[src/rtl/pattern_sequencer_pkg.sv]
// Shared pattern codes, sequencer state encoding and the
// wrap-around stepping rule for the test-pattern select.
package pattern_sequencer_pkg;

    localparam int PAT_W = 4;

    localparam logic [PAT_W-1:0] PAT_OFF     = 4'd0;
    localparam logic [PAT_W-1:0] PAT_RED     = 4'd1;
    localparam logic [PAT_W-1:0] PAT_GRN     = 4'd2;
    localparam logic [PAT_W-1:0] PAT_BLU     = 4'd3;
    localparam logic [PAT_W-1:0] PAT_CHECKER = 4'd4;
    localparam logic [PAT_W-1:0] PAT_BARS    = 4'd5;
    localparam logic [PAT_W-1:0] PAT_BORDER  = 4'd6;

    localparam logic DIR_NEXT = 1'b0;
    localparam logic DIR_PREV = 1'b1;

    typedef enum logic [1:0] {
        ST_RUN,
        ST_PEND,
        ST_BLANK
    } seq_state_e;

    // Code 0 is never a target: stepping wraps within 1..last
    function automatic logic [PAT_W-1:0] step_pattern(
        input logic [PAT_W-1:0] cur,
        input logic             prev,
        input logic [PAT_W-1:0] last
    );
        logic [PAT_W-1:0] nxt;
        if (prev) begin
            nxt = (cur <= PAT_W'(1)) ? last : cur - PAT_W'(1);
        end else begin
            nxt = (cur >= last) ? PAT_W'(1) : cur + PAT_W'(1);
        end
        return nxt;
    endfunction

endpackage

[src/rtl/pattern_sequencer_if.sv]
// Request/sync inputs and pattern-select outputs of the sequencer.
interface pattern_sequencer_if;
    import pattern_sequencer_pkg::*;

    logic             i_VSync;
    logic             i_Next;
    logic             i_Prev;
    logic             i_Auto_En;
    logic [PAT_W-1:0] o_Pattern;
    logic             o_Switched;
    logic             o_Busy;

    modport master (
        output i_VSync, i_Next, i_Prev, i_Auto_En,
        input  o_Pattern, o_Switched, o_Busy
    );

    modport slave (
        input  i_VSync, i_Next, i_Prev, i_Auto_En,
        output o_Pattern, o_Switched, o_Busy
    );

endinterface

[src/rtl/pattern_sequencer_rising_edge_detect.sv]
// One-bit rising edge detector with a registered history bit;
// the history clears to low on reset.
module rising_edge_detect (
    input  logic i_Clk,
    input  logic i_Rst_L,
    input  logic i_Sig,
    output logic o_Rise
);

    logic r_Prev;

    always_ff @(posedge i_Clk) begin
        if (!i_Rst_L) begin
            r_Prev <= 1'b0;
        end else begin
            r_Prev <= i_Sig;
        end
    end

    assign o_Rise = i_Sig & ~r_Prev;

endmodule

[src/rtl/pattern_sequencer.sv]
// Frame-synchronous pattern-select sequencer: manual next/prev,
// auto dwell advance and optional blank frames between patterns.
module pattern_sequencer
    import pattern_sequencer_pkg::*;
#(
    parameter int NUM_PATTERNS  = 7,
    parameter int FIRST_PATTERN = 1,
    parameter int DWELL_FRAMES  = 120,
    parameter int BLANK_FRAMES  = 2
) (
    input logic                i_Clk,
    input logic                i_Rst_L,
    pattern_sequencer_if.slave bus
);

    localparam int DW = $clog2(DWELL_FRAMES + 1);
    localparam int BW = (BLANK_FRAMES > 0) ? $clog2(BLANK_FRAMES + 1) : 1;
    // Expire one frame early: the PEND frame completes the dwell
    localparam int EXP = (DWELL_FRAMES > 1) ? DWELL_FRAMES - 2 : 0;
    localparam logic [PAT_W-1:0] LAST  = PAT_W'(NUM_PATTERNS - 1);
    localparam logic [PAT_W-1:0] FIRST = PAT_W'(FIRST_PATTERN);

    seq_state_e       r_State;
    logic             r_Dir;
    logic [DW-1:0]    r_Dwell;
    logic [BW-1:0]    r_Blank;
    logic [PAT_W-1:0] r_Cur;
    logic [PAT_W-1:0] r_Pattern;
    logic             r_Switched;
    logic             r_Busy;

    logic             w_Fs;
    logic             w_Req;
    logic             w_Dir;
    logic [PAT_W-1:0] w_Target;

    rising_edge_detect u_fs (
        .i_Clk  (i_Clk),
        .i_Rst_L(i_Rst_L),
        .i_Sig  (bus.i_VSync),
        .o_Rise (w_Fs)
    );

    // Simultaneous next+prev cancels out
    assign w_Req    = bus.i_Next ^ bus.i_Prev;
    assign w_Dir    = w_Req ? bus.i_Prev : r_Dir;
    assign w_Target = step_pattern(r_Cur, w_Dir, LAST);

    always_ff @(posedge i_Clk) begin
        if (!i_Rst_L) begin
            r_State    <= ST_RUN;
            r_Dir      <= DIR_NEXT;
            r_Dwell    <= '0;
            r_Blank    <= '0;
            r_Cur      <= FIRST;
            r_Pattern  <= FIRST;
            r_Switched <= 1'b0;
            r_Busy     <= 1'b0;
        end else begin
            r_Switched <= 1'b0;
            unique case (r_State)
                ST_RUN: begin
                    if (w_Req) begin
                        r_Dir   <= bus.i_Prev;
                        r_Dwell <= '0;
                        r_Busy  <= 1'b1;
                        r_State <= ST_PEND;
                    end else if (!bus.i_Auto_En) begin
                        r_Dwell <= '0;
                    end else if (w_Fs) begin
                        if (r_Dwell >= DW'(EXP)) begin
                            r_Dwell <= '0;
                            r_Dir   <= DIR_NEXT;
                            r_Busy  <= 1'b1;
                            r_State <= ST_PEND;
                        end else begin
                            r_Dwell <= r_Dwell + 1'b1;
                        end
                    end
                end
                ST_PEND: begin
                    r_Dir <= w_Dir;
                    if (w_Fs) begin
                        if (BLANK_FRAMES == 0) begin
                            r_Pattern  <= w_Target;
                            r_Cur      <= w_Target;
                            r_Switched <= 1'b1;
                            r_Busy     <= 1'b0;
                            r_State    <= ST_RUN;
                        end else begin
                            r_Pattern <= PAT_OFF;
                            r_Blank   <= BW'(1);
                            r_State   <= ST_BLANK;
                        end
                    end
                end
                ST_BLANK: begin
                    r_Dir <= w_Dir;
                    if (w_Fs) begin
                        if (r_Blank == BW'(BLANK_FRAMES)) begin
                            r_Pattern  <= w_Target;
                            r_Cur      <= w_Target;
                            r_Switched <= 1'b1;
                            r_Busy     <= 1'b0;
                            r_Blank    <= '0;
                            r_State    <= ST_RUN;
                        end else begin
                            r_Blank <= r_Blank + 1'b1;
                        end
                    end
                end
                default: begin
                    r_State <= ST_RUN;
                end
            endcase
        end
    end

    assign bus.o_Pattern  = r_Pattern;
    assign bus.o_Switched = r_Switched;
    assign bus.o_Busy     = r_Busy;

endmodule
[src/flat_wrapper.sv]
// flat-port wrapper written by rule: the top's interface ports become plain ports
module pattern_sequencer_flat import pattern_sequencer_pkg::*;
#(
    parameter int NUM_PATTERNS  = 7,
    parameter int FIRST_PATTERN = 1,
    parameter int DWELL_FRAMES  = 120,
    parameter int BLANK_FRAMES  = 2
)
  (i_Clk, i_Rst_L, bus_i_VSync, bus_i_Next, bus_i_Prev, bus_i_Auto_En, bus_o_Pattern, bus_o_Switched, bus_o_Busy);
  pattern_sequencer_if bus_i ();
  input logic i_Clk;
  input logic i_Rst_L;
  input wire logic [$bits(bus_i.i_VSync)-1:0] bus_i_VSync;
  input wire logic [$bits(bus_i.i_Next)-1:0] bus_i_Next;
  input wire logic [$bits(bus_i.i_Prev)-1:0] bus_i_Prev;
  input wire logic [$bits(bus_i.i_Auto_En)-1:0] bus_i_Auto_En;
  output wire logic [$bits(bus_i.o_Pattern)-1:0] bus_o_Pattern;
  output wire logic [$bits(bus_i.o_Switched)-1:0] bus_o_Switched;
  output wire logic [$bits(bus_i.o_Busy)-1:0] bus_o_Busy;
  assign bus_i.i_VSync = bus_i_VSync;
  assign bus_i.i_Next = bus_i_Next;
  assign bus_i.i_Prev = bus_i_Prev;
  assign bus_i.i_Auto_En = bus_i_Auto_En;
  assign bus_o_Pattern = bus_i.o_Pattern;
  assign bus_o_Switched = bus_i.o_Switched;
  assign bus_o_Busy = bus_i.o_Busy;
  pattern_sequencer #(.NUM_PATTERNS(NUM_PATTERNS), .FIRST_PATTERN(FIRST_PATTERN), .DWELL_FRAMES(DWELL_FRAMES), .BLANK_FRAMES(BLANK_FRAMES)) u_core (.i_Clk(i_Clk), .i_Rst_L(i_Rst_L), .bus(bus_i));
endmodule
[config.mk]
export PLATFORM = sky130hd
export DESIGN_NAME = pattern_sequencer_flat
export DESIGN_NICKNAME = d
export VERILOG_FILES = /design/src/rtl/pattern_sequencer_pkg.sv /design/src/rtl/pattern_sequencer_if.sv /design/src/rtl/pattern_sequencer_rising_edge_detect.sv /design/src/rtl/pattern_sequencer.sv /design/src/flat_wrapper.sv
export SDC_FILE = /design/constraint.sdc
export NUM_CORES = 1
export LEC_CHECK = 0
export BUFFER_PORTS_ARGS = -buffer_cell sky130_fd_sc_hd__buf_2
export CAP_MARGIN = 20
export CORE_UTILIZATION = 62
export CTS_CLUSTER_SIZE = 16
export DETAILED_ROUTE_END_ITERATION = 8
export GPL_ROUTABILITY_DRIVEN = 0
export PLACE_DENSITY = 0.82
export SETUP_SLACK_MARGIN = 0.15
export SYNTH_ARGS = -nofsm -noshare
export SYNTH_HDL_FRONTEND = slang
export SYNTH_SLANG_ARGS = --single-unit
[constraint.sdc]
create_clock -name i_Clk -period 3.8 [get_ports i_Clk]
set_input_delay 0.95 -clock i_Clk [delete_from_list [all_inputs] [get_ports i_Clk]]
set_output_delay 0.95 -clock i_Clk [all_outputs]
set_load 0.01 [all_outputs]
After elaboration in Yosys (flattened, before gate mapping)
Cells that the tools add are included.

Output and inout port bits: 6. Logic and storage cells: 79. Bits in read-only memories: 0. Register bits after elaboration: 23. Input bits: 6. Memories kept: 0. Latch bits: 0. Memory bits (writable): 0.

Eq/ne operators: 10. Muxes and demuxes: 37. Order comparisons: 3. Divide/modulo/power cells: 0. $add $sub $neg: 4. Shift-type cells: 0. Reductions and logical operators: 13. Multiply operators: 0. Bitwise gates (word level): 3.

Operators with widths (count): 7-bit two-way mux (4); 4-bit two-way mux (6); 2-bit two-way mux (10); 1-bit two-way mux (12); 6-bit AND reduction (2); 3-bit AND reduction (3); 4-bit one-hot mux with 2 select lines (1); 4-bit AND reduction (2); 7-bit by 1-bit adder with 7-bit output, second input constant (1); 7-bit >= comparator, second input constant (1); 3-bit by 1-bit inequality test with 1-bit output, second input constant (2); 3-bit by 2-bit inequality test with 1-bit output, second input constant (2); 2-bit one-hot mux with 3 select lines (1); 2-bit nonzero test (3); 4-bit by 1-bit adder with 4-bit output, second input constant (1); 2-bit equality test, second input constant (2); 4-bit by 3-bit >= comparator with 1-bit output, second input constant (1); 4-bit by 1-bit less-or-equal comparator with 1-bit output, second input constant (1); 2-bit inequality test, second input constant (2); 1-bit one-hot mux with 2 select lines (2); 2-bit one-hot mux with 2 select lines (1); 4-bit by 1-bit subtractor with 4-bit output, second input constant (1); 2-bit by 1-bit adder with 2-bit output, second input constant (1); 2-bit by 1-bit equality test with 1-bit output, second input constant (1); 7 further kinds (7).

Longest topological paths before layout
Gate-level depths: netlist of the first run.

Word-level depth: 6. Mapped depth: 7. Gate-level depth less buffers: 6.

By module
A second synthesis of the first run with hierarchy kept.

Cell total of the unflattened synthesis: 161. Area total of the unflattened synthesis: 1425.1 µm².

By module, submodules not included: pattern_sequencer (instances 1, area each 1385.1 µm², cells an instance 158, sequential area each 440.4 µm²); rising_edge_detect (instances 1, area each 40.0 µm², cells an instance 3, sequential area each 20.0 µm²).

Worst setup path before layout of the first run
No wires, ideal clock.

Kind: input to register. Start: in bus_i_Next. End: reg u_core.r_Cur[1]. Data arrival time: 2277 ps. Buffers on the path: 0. Stages on the path: 6. Path slack: 1452 ps. Data required time: 3729 ps. Library setup time: 71 ps. Cell sequence: inv_1 -> ha_1 -> mux2i_4 -> a21oi_1 -> a221o_2 -> a21oi_1.

Cells in the longest elaborated chain, start to end: 3.

Ends and longest elaborated chain: start, declared (RTL line flat_wrapper.sv:14) `input wire logic [$bits(bus_i.i_Next)-1:0] bus_i_Next;`; 1-bit XOR (RTL line pattern_sequencer.sv:45) `assign w_Req = bus.i_Next ^ bus.i_Prev;`; 1-bit two-way mux (RTL line pattern_sequencer.sv:46) `assign w_Dir = w_Req ? bus.i_Prev : r_Dir;`; 4-bit two-way mux (RTL line pattern_sequencer_pkg.sv:31) `if (prev) begin`; end signal, assigned (RTL line pattern_sequencer.sv:86) `r_Cur <= w_Target;`; end signal, assigned (RTL line pattern_sequencer.sv:102) `r_Cur <= w_Target;`; end, declared (RTL line pattern_sequencer.sv:27) `logic [PAT_W-1:0] r_Cur;`.

Every way passes these cells. A chain may end at the register's enable or synchronous reset.

Worst setup path after layout of the first run
Start: in bus_i_Prev. End: reg u_core.r_Cur[1].

Cells in the longest elaborated chain, start to end: 3.

Ends and longest elaborated chain: start, declared (RTL line flat_wrapper.sv:15) `input wire logic [$bits(bus_i.i_Prev)-1:0] bus_i_Prev;`; 1-bit XOR (RTL line pattern_sequencer.sv:45); 1-bit two-way mux (*) (RTL line pattern_sequencer.sv:46); 4-bit two-way mux (*) (RTL line pattern_sequencer_pkg.sv:31).

Every way passes the cells marked *; elsewhere a longest branch is shown, timed or not.

==> results of run 1 <==
-- metal layers --
metal	vias up	global-route usage, %	part of all wire (%)
met5	-	0	0
met4	0	6.37	1.1
met3	4	4.98	4.2
met2	28	48.8	52
met1	550	27.2	42
li1	588	-	-
-- final cells by class --
cell class	instances	area [µm²]
multi-input cells	120	848
repair buffers	12	62.6
clock buffers	4	26.3
well taps	27	33.8
flip-flops and latches	23	460
fillers	166	549
inverters	11	41.3
-- worst max-delay path: stages --
cell and delay, ns:
buf_2 0.12, ha_1 0.42, mux2i_4 0.41, a21oi_1 0.15
a221o_2 0.41, a21oi_1 0.12
-- logic make-up after synthesis --
kind of cell	count (synthesis)	synth area share, %
compound gates	40	20.7
xor+xnor	6	3.84
fa+ha+maj	12	11.0
buf+inv	15	4.30
flops	23	33.7
mux	6	5.40
simple gates	56	21.1
-- placed cells by master, fill, tap and decap left out, types with 2 or more instances in the layout --
cell and n:
buf_2 11, o2bb2ai_1 3, ha_1 12, o2111ai_1 4
nand2b_1 2, and2_1 5, a21oi_1 9, nor2b_1 2
mux2i_1 4, nor2_1 7, xor2_1 5, or2_2 3
nand2_1 18, nor3_1 6, nand3b_1 2, o21ai_0 4
dfxtp_1 23, nand3_1 2, and3_1 2, o21a_1 4
a31oi_1 2, o211ai_1 3, clkbuf_4 3, inv_1 11
-- final timing paths --
| path | slack [ns] | endpoint | start | cells after the start |
|---|---|---|---|---|
| min | 0.48 | u_core.bus.o_Busy | u_core.bus.o_Busy | 2 |
| max | 1.47 | u_core.r_Cur[1] | bus_i_Prev | 6 |
| min reg2reg | 0.48 | u_core.bus.o_Busy | u_core.bus.o_Busy | 2 |
| max reg2reg | 1.95 | u_core.r_Cur[1] | u_core.r_Cur[0] | 6 |
-- per-stage QoR --
step,hold WS (ns),cells
after floorplan,0.467,158
after CTS,0.484,197
after detailed placement,0.464,193
final,0.482,197
after global placement,0.451,193
after global routing,0.526,197
-- cells in the mapped netlist, types with 5 or more instances --
library cell / number
nand2_1: 18
a21oi_1: 9
and2_1: 5
inv_1: 11
ha_1: 12
nor2_1: 7
xor2_1: 5
nor3_1: 6
dfxtp_1: 23
-- state kept, by name, summed over array words and instances (netlist names) --
signal,cells
u_core.r_Blank,2
u_core.r_State,2
u_core.r_Dir,1
u_core.bus.o_Busy,1
u_core.r_Dwell,7
u_core.r_Cur,4
u_core.u_fs.r_Prev,1
u_core.bus.o_Pattern,4
u_core.bus.o_Switched,1
-- power groups by stage --
stage / registers, mW / logic, mW / clock network [mW]
2_1_floorplan: 0.300 / 0.188 / 0
3_3_place_gp: 0.300 / 0.239 / 0
3_5_place_dp: 0.302 / 0.247 / 0
4_1_cts: 0.296 / 0.248 / 0.116
5_1_grt: 0.299 / 0.279 / 0.126
6_report: 0.296 / 0.249 / 0.113
==> results.cfg, run 1 <==
[timing]
maxSlewViolCount = 0
fin_tns_setup_ns = 0
setup_ws_ns = 1.47
timing.final.crit_period_ns = 2.33
fmax_mhz = 428
rsz0062_at_grt = no
clock_skew_ns = 0.00721
setup_viol = 0
period_share_pct = 61.4
finalHoldViolations = 0
relSlewSlack_pct = 58.1
tightest_slew_ns = 0.625

[synthesis]
synth-seq-cells = 23
synth_area_leaders = dfxtp_1, ha_1, nand2_1
yosysUniqueCellTypes = 46
synth_top_cell_area_share_pct = 33.7
synth-warning-count = 0
syn_area_um2 = 1370
syn-num-nets = 176
yosys.area.top_type = dfxtp_1
synth_edf_count = 0
synthArstFlopShare_pct = 0
syn_inst = 158
syn_area_per_cell_um2 = 8.66
yosysSeqAreaShare_pct = 33.7
ys.flop_type = dfxtp_1

[placed_design]
hpwl_um = 2040
portBuffers = 11
place_area_um2 = 1450
place_ws_ns = 1.15

[cts]
clockBufferDepth = 2
cts_buffers = 3
clk_pin_slew_ns = 0.12
root_buffer = clkbuf_4
cts_setup_buffers = 0
clkLatencyLatePin_ns = 0.31
htree_levels = 1
ctsHoldBuffers = 0
ctsResizeCount = 0
cts.sinks = 23
cts_tree = yes

[global_routing]
grt_max_degree = 17
grt_usage_pct = 25.1
gr-total-overflow = 0
grt_pass1_vias = 1128
grt_pass1_wl_um = 4750
antenna_found_initial = 0

[pwr]
power_mw = 0.658
p_int_mw = 0.414
powerDensity_nw_per_um2 = 447
clkPwrFrac_pct = 17.2
peakVddDrop_uv = 313
sw_frac_of_total_pct = 37.1
switchingPower_mw = 0.244
combPwrFrac_pct = 37.8
leakage_nw = 0.621
seq_power_share_pct = 45.0

[setup_path]
required_ns = 4.04
worstSetupPathType = in -> reg
critPathMaxFanout = 9
cp-start-kind = primary input
cp-end-kind = flop
critPathArrivalTime_ns = 2.58

[detailed_routing]
antenna_left = 0
wl_um = 2670
drc_errors = 0
num_vias = 1170
dr.pass1.iters = 4
wl_per_cell_um = 13.5
drtIter0Drc = 42
viasPerCell = 5.94

[outcome]
outcome = finished clean

[run]
drv_cap = 0

[floorplanning]
die_area_um2 = 2400
fp-row-count = 16
ios = 12
initial_core_util_pct = 67.6
die_w_um = 49.0
coreArea_um2 = 2020
die_h_um = 49.0

[cells_and_area]
final_area_um2 = 1470
area_growth_pct = 7.69
final_nets = 189
n_antenna_cell = 0
final_core_util_pct = 72.8
drive_above_1_share_pct = 14.1

[worst_hold_path]
hp-class = reg -> reg
(Power assumes the default switching activity.)
==> run 2, diff against run 1 <==
CORE_UTILIZATION = 52   (was 62)
PLACE_DENSITY = 0.74   (was 0.82)
clock period = 2 ns   (was 3.8 ns; I/O delays follow)
==> results.cfg, run 2 (same netlist as run 1, synthesis figures left out) <==
[detailed_routing]
drtIter0Drc = 21
dr.pass1.iters = 4
antenna_left = 0
wl_per_cell_um = 14.0
wl_um = 2830
num_vias = 1160
drc_errors = 0
viasPerCell = 5.74

[timing]
finalHoldViolations = 0
period_share_pct = 87.5
relSlewSlack_pct = 62.9
rsz0062_at_grt = no
setup_ws_ns = 0.250
setup_viol = 0
clock_skew_ns = 0.00409
fin_tns_setup_ns = 0
tightest_slew_ns = 0.556
timing.final.crit_period_ns = 1.75
maxSlewViolCount = 0
fmax_mhz = 572

[global_routing]
grt_pass1_wl_um = 4730
grt_max_degree = 17
antenna_found_initial = 0
grt_usage_pct = 23.0
gr-total-overflow = 0
grt_pass1_vias = 1071

[placed_design]
place_ws_ns = -0.0102
portBuffers = 11
hpwl_um = 2160

[cts]
clockBufferDepth = 2
root_buffer = clkbuf_4
cts_buffers = 3
clkLatencyLatePin_ns = 0.32
htree_levels = 1
cts.sinks = 23
cts_tree = yes
clk_pin_slew_ns = 0.13

[setup_path]
critPathArrivalTime_ns = 2.01
r2r_slack_ns = 0.25
reg2reg_to = u_core.r_Cur[1]
cp-start-kind = flop
rr_worst_depth = 5
required_ns = 2.26
r2r_start = u_core.r_Cur[1]
worstSetupPathType = reg -> reg
cp-end-kind = flop
critPathMaxFanout = 6

[cells_and_area]
fillers = 235
top_register = u_core.r_Dwell
final_cell_mix = dfxtp_1, nand2_1, inv_1, buf_2, ha_1
layout_commonest_cell = dfxtp_1
largest_reg_flops = 7
final_nets = 191
n_antenna_cell = 0
drive_above_1_share_pct = 18.0
area_growth_pct = 10.6

[pwr]
leakage_nw = 0.630
powerDensity_nw_per_um2 = 848
sw_frac_of_total_pct = 37.2
p_int_mw = 0.805
combPwrFrac_pct = 38.9
clkPwrFrac_pct = 17.5
peakVddDrop_uv = 632
seq_power_share_pct = 43.7
switchingPower_mw = 0.477
power_mw = 1.28

[floorplanning]
die_area_um2 = 2840
fp-row-count = 18
ios = 12
die_w_um = 53.3
initial_core_util_pct = 55.2
die_h_um = 53.3
coreArea_um2 = 2480

[worst_hold_path]
hp-class = in -> reg
hold_start = bus_i_VSync
hold_end = u_core.u_fs.r_Prev
holdPathStages = 2

[run]
drv_cap = 0

[outcome]
outcome = finished clean
run 2: cell count changes in the layout (fill, tap and decap cells not counted), sizes merged:
cell    previous run  this run
buf               12        14
clkbuf             4         3
clkinv             0         1
run 2: how the worst max path moves through the flow:
stage | from | endpoint | slack, ns
2_1_floorplan | bus_i_Next | u_core.r_Cur[1] | 0.19
3_3_place_gp | bus_i_Prev | u_core.r_Cur[1] | 0.04
3_5_place_dp | bus_i_Prev | u_core.r_Cur[1] | -0.01
4_1_cts | u_core.r_Cur[0] | u_core.r_Cur[1] | 0.17
5_1_grt | u_core.r_Dwell[0] | u_core.r_State[0] | 0.15
6_report | u_core.r_Cur[1] | u_core.r_Cur[1] | 0.25
run 2: worst max-delay path, stage by stage, from the launching register on:
cell     delay (ns)
dfxtp_1        0.44
inv_1          0.09
ha_1           0.31
or3b_1         0.38
a221o_2        0.34
a21oi_1        0.12
run 2: metal layers:
layer | up-vias | global-route usage [%] | part of all wire [%]
li1 | 592 | - | -
met1 | 540 | 30.1 | 47
met2 | 24 | 37.7 | 48
met3 | 4 | 2.59 | 3.9
met4 | 0 | 9.65 | 0.88
met5 | - | 0 | 0
run 2: repair_timing:
item	CTS	global route
setup buffers	0	0
endpoints found under the setup margin	0	2
hold endpoints to repair	0	0
hold buffers	0	0
resized for setup	0	3
run 2: through the flow:
step	instances	hold WS (ns)	util [%]	instance area (µm²)
2_1_floorplan	158	0.467	-	1380
3_3_place_gp	198	0.451	59.6	1480
3_5_place_dp	198	0.463	59.6	1480
4_1_cts	202	0.429	60.8	1510
5_1_grt	202	0.441	61.1	1510
6_report	202	0.434	61.1	1510
run 2: cell type report:
| cell class | instances | area, µm² | share of cell area, % |
|---|---|---|---|
| flip-flops and latches | 23 | 462 | 30.5 |
| clock buffers | 3 | 22.5 | 1.49 |
| multi-input cells | 120 | 867 | 57.3 |
| clock inverters | 1 | 5.00 | 0.331 |
| well taps | 30 | 37.5 | 2.48 |
| repair buffers | 14 | 77.6 | 5.13 |
| inverters | 11 | 41.3 | 2.73 |
run 2: power groups by stage:
stage	Sequential (mW)	Clock (mW)	Combinational, mW
after CTS	0.561	0.233	0.496
after global routing	0.571	0.244	0.556
after global placement	0.568	0	0.484
after detailed placement	0.570	0	0.494
final	0.560	0.224	0.498
after floorplan	0.571	0	0.359
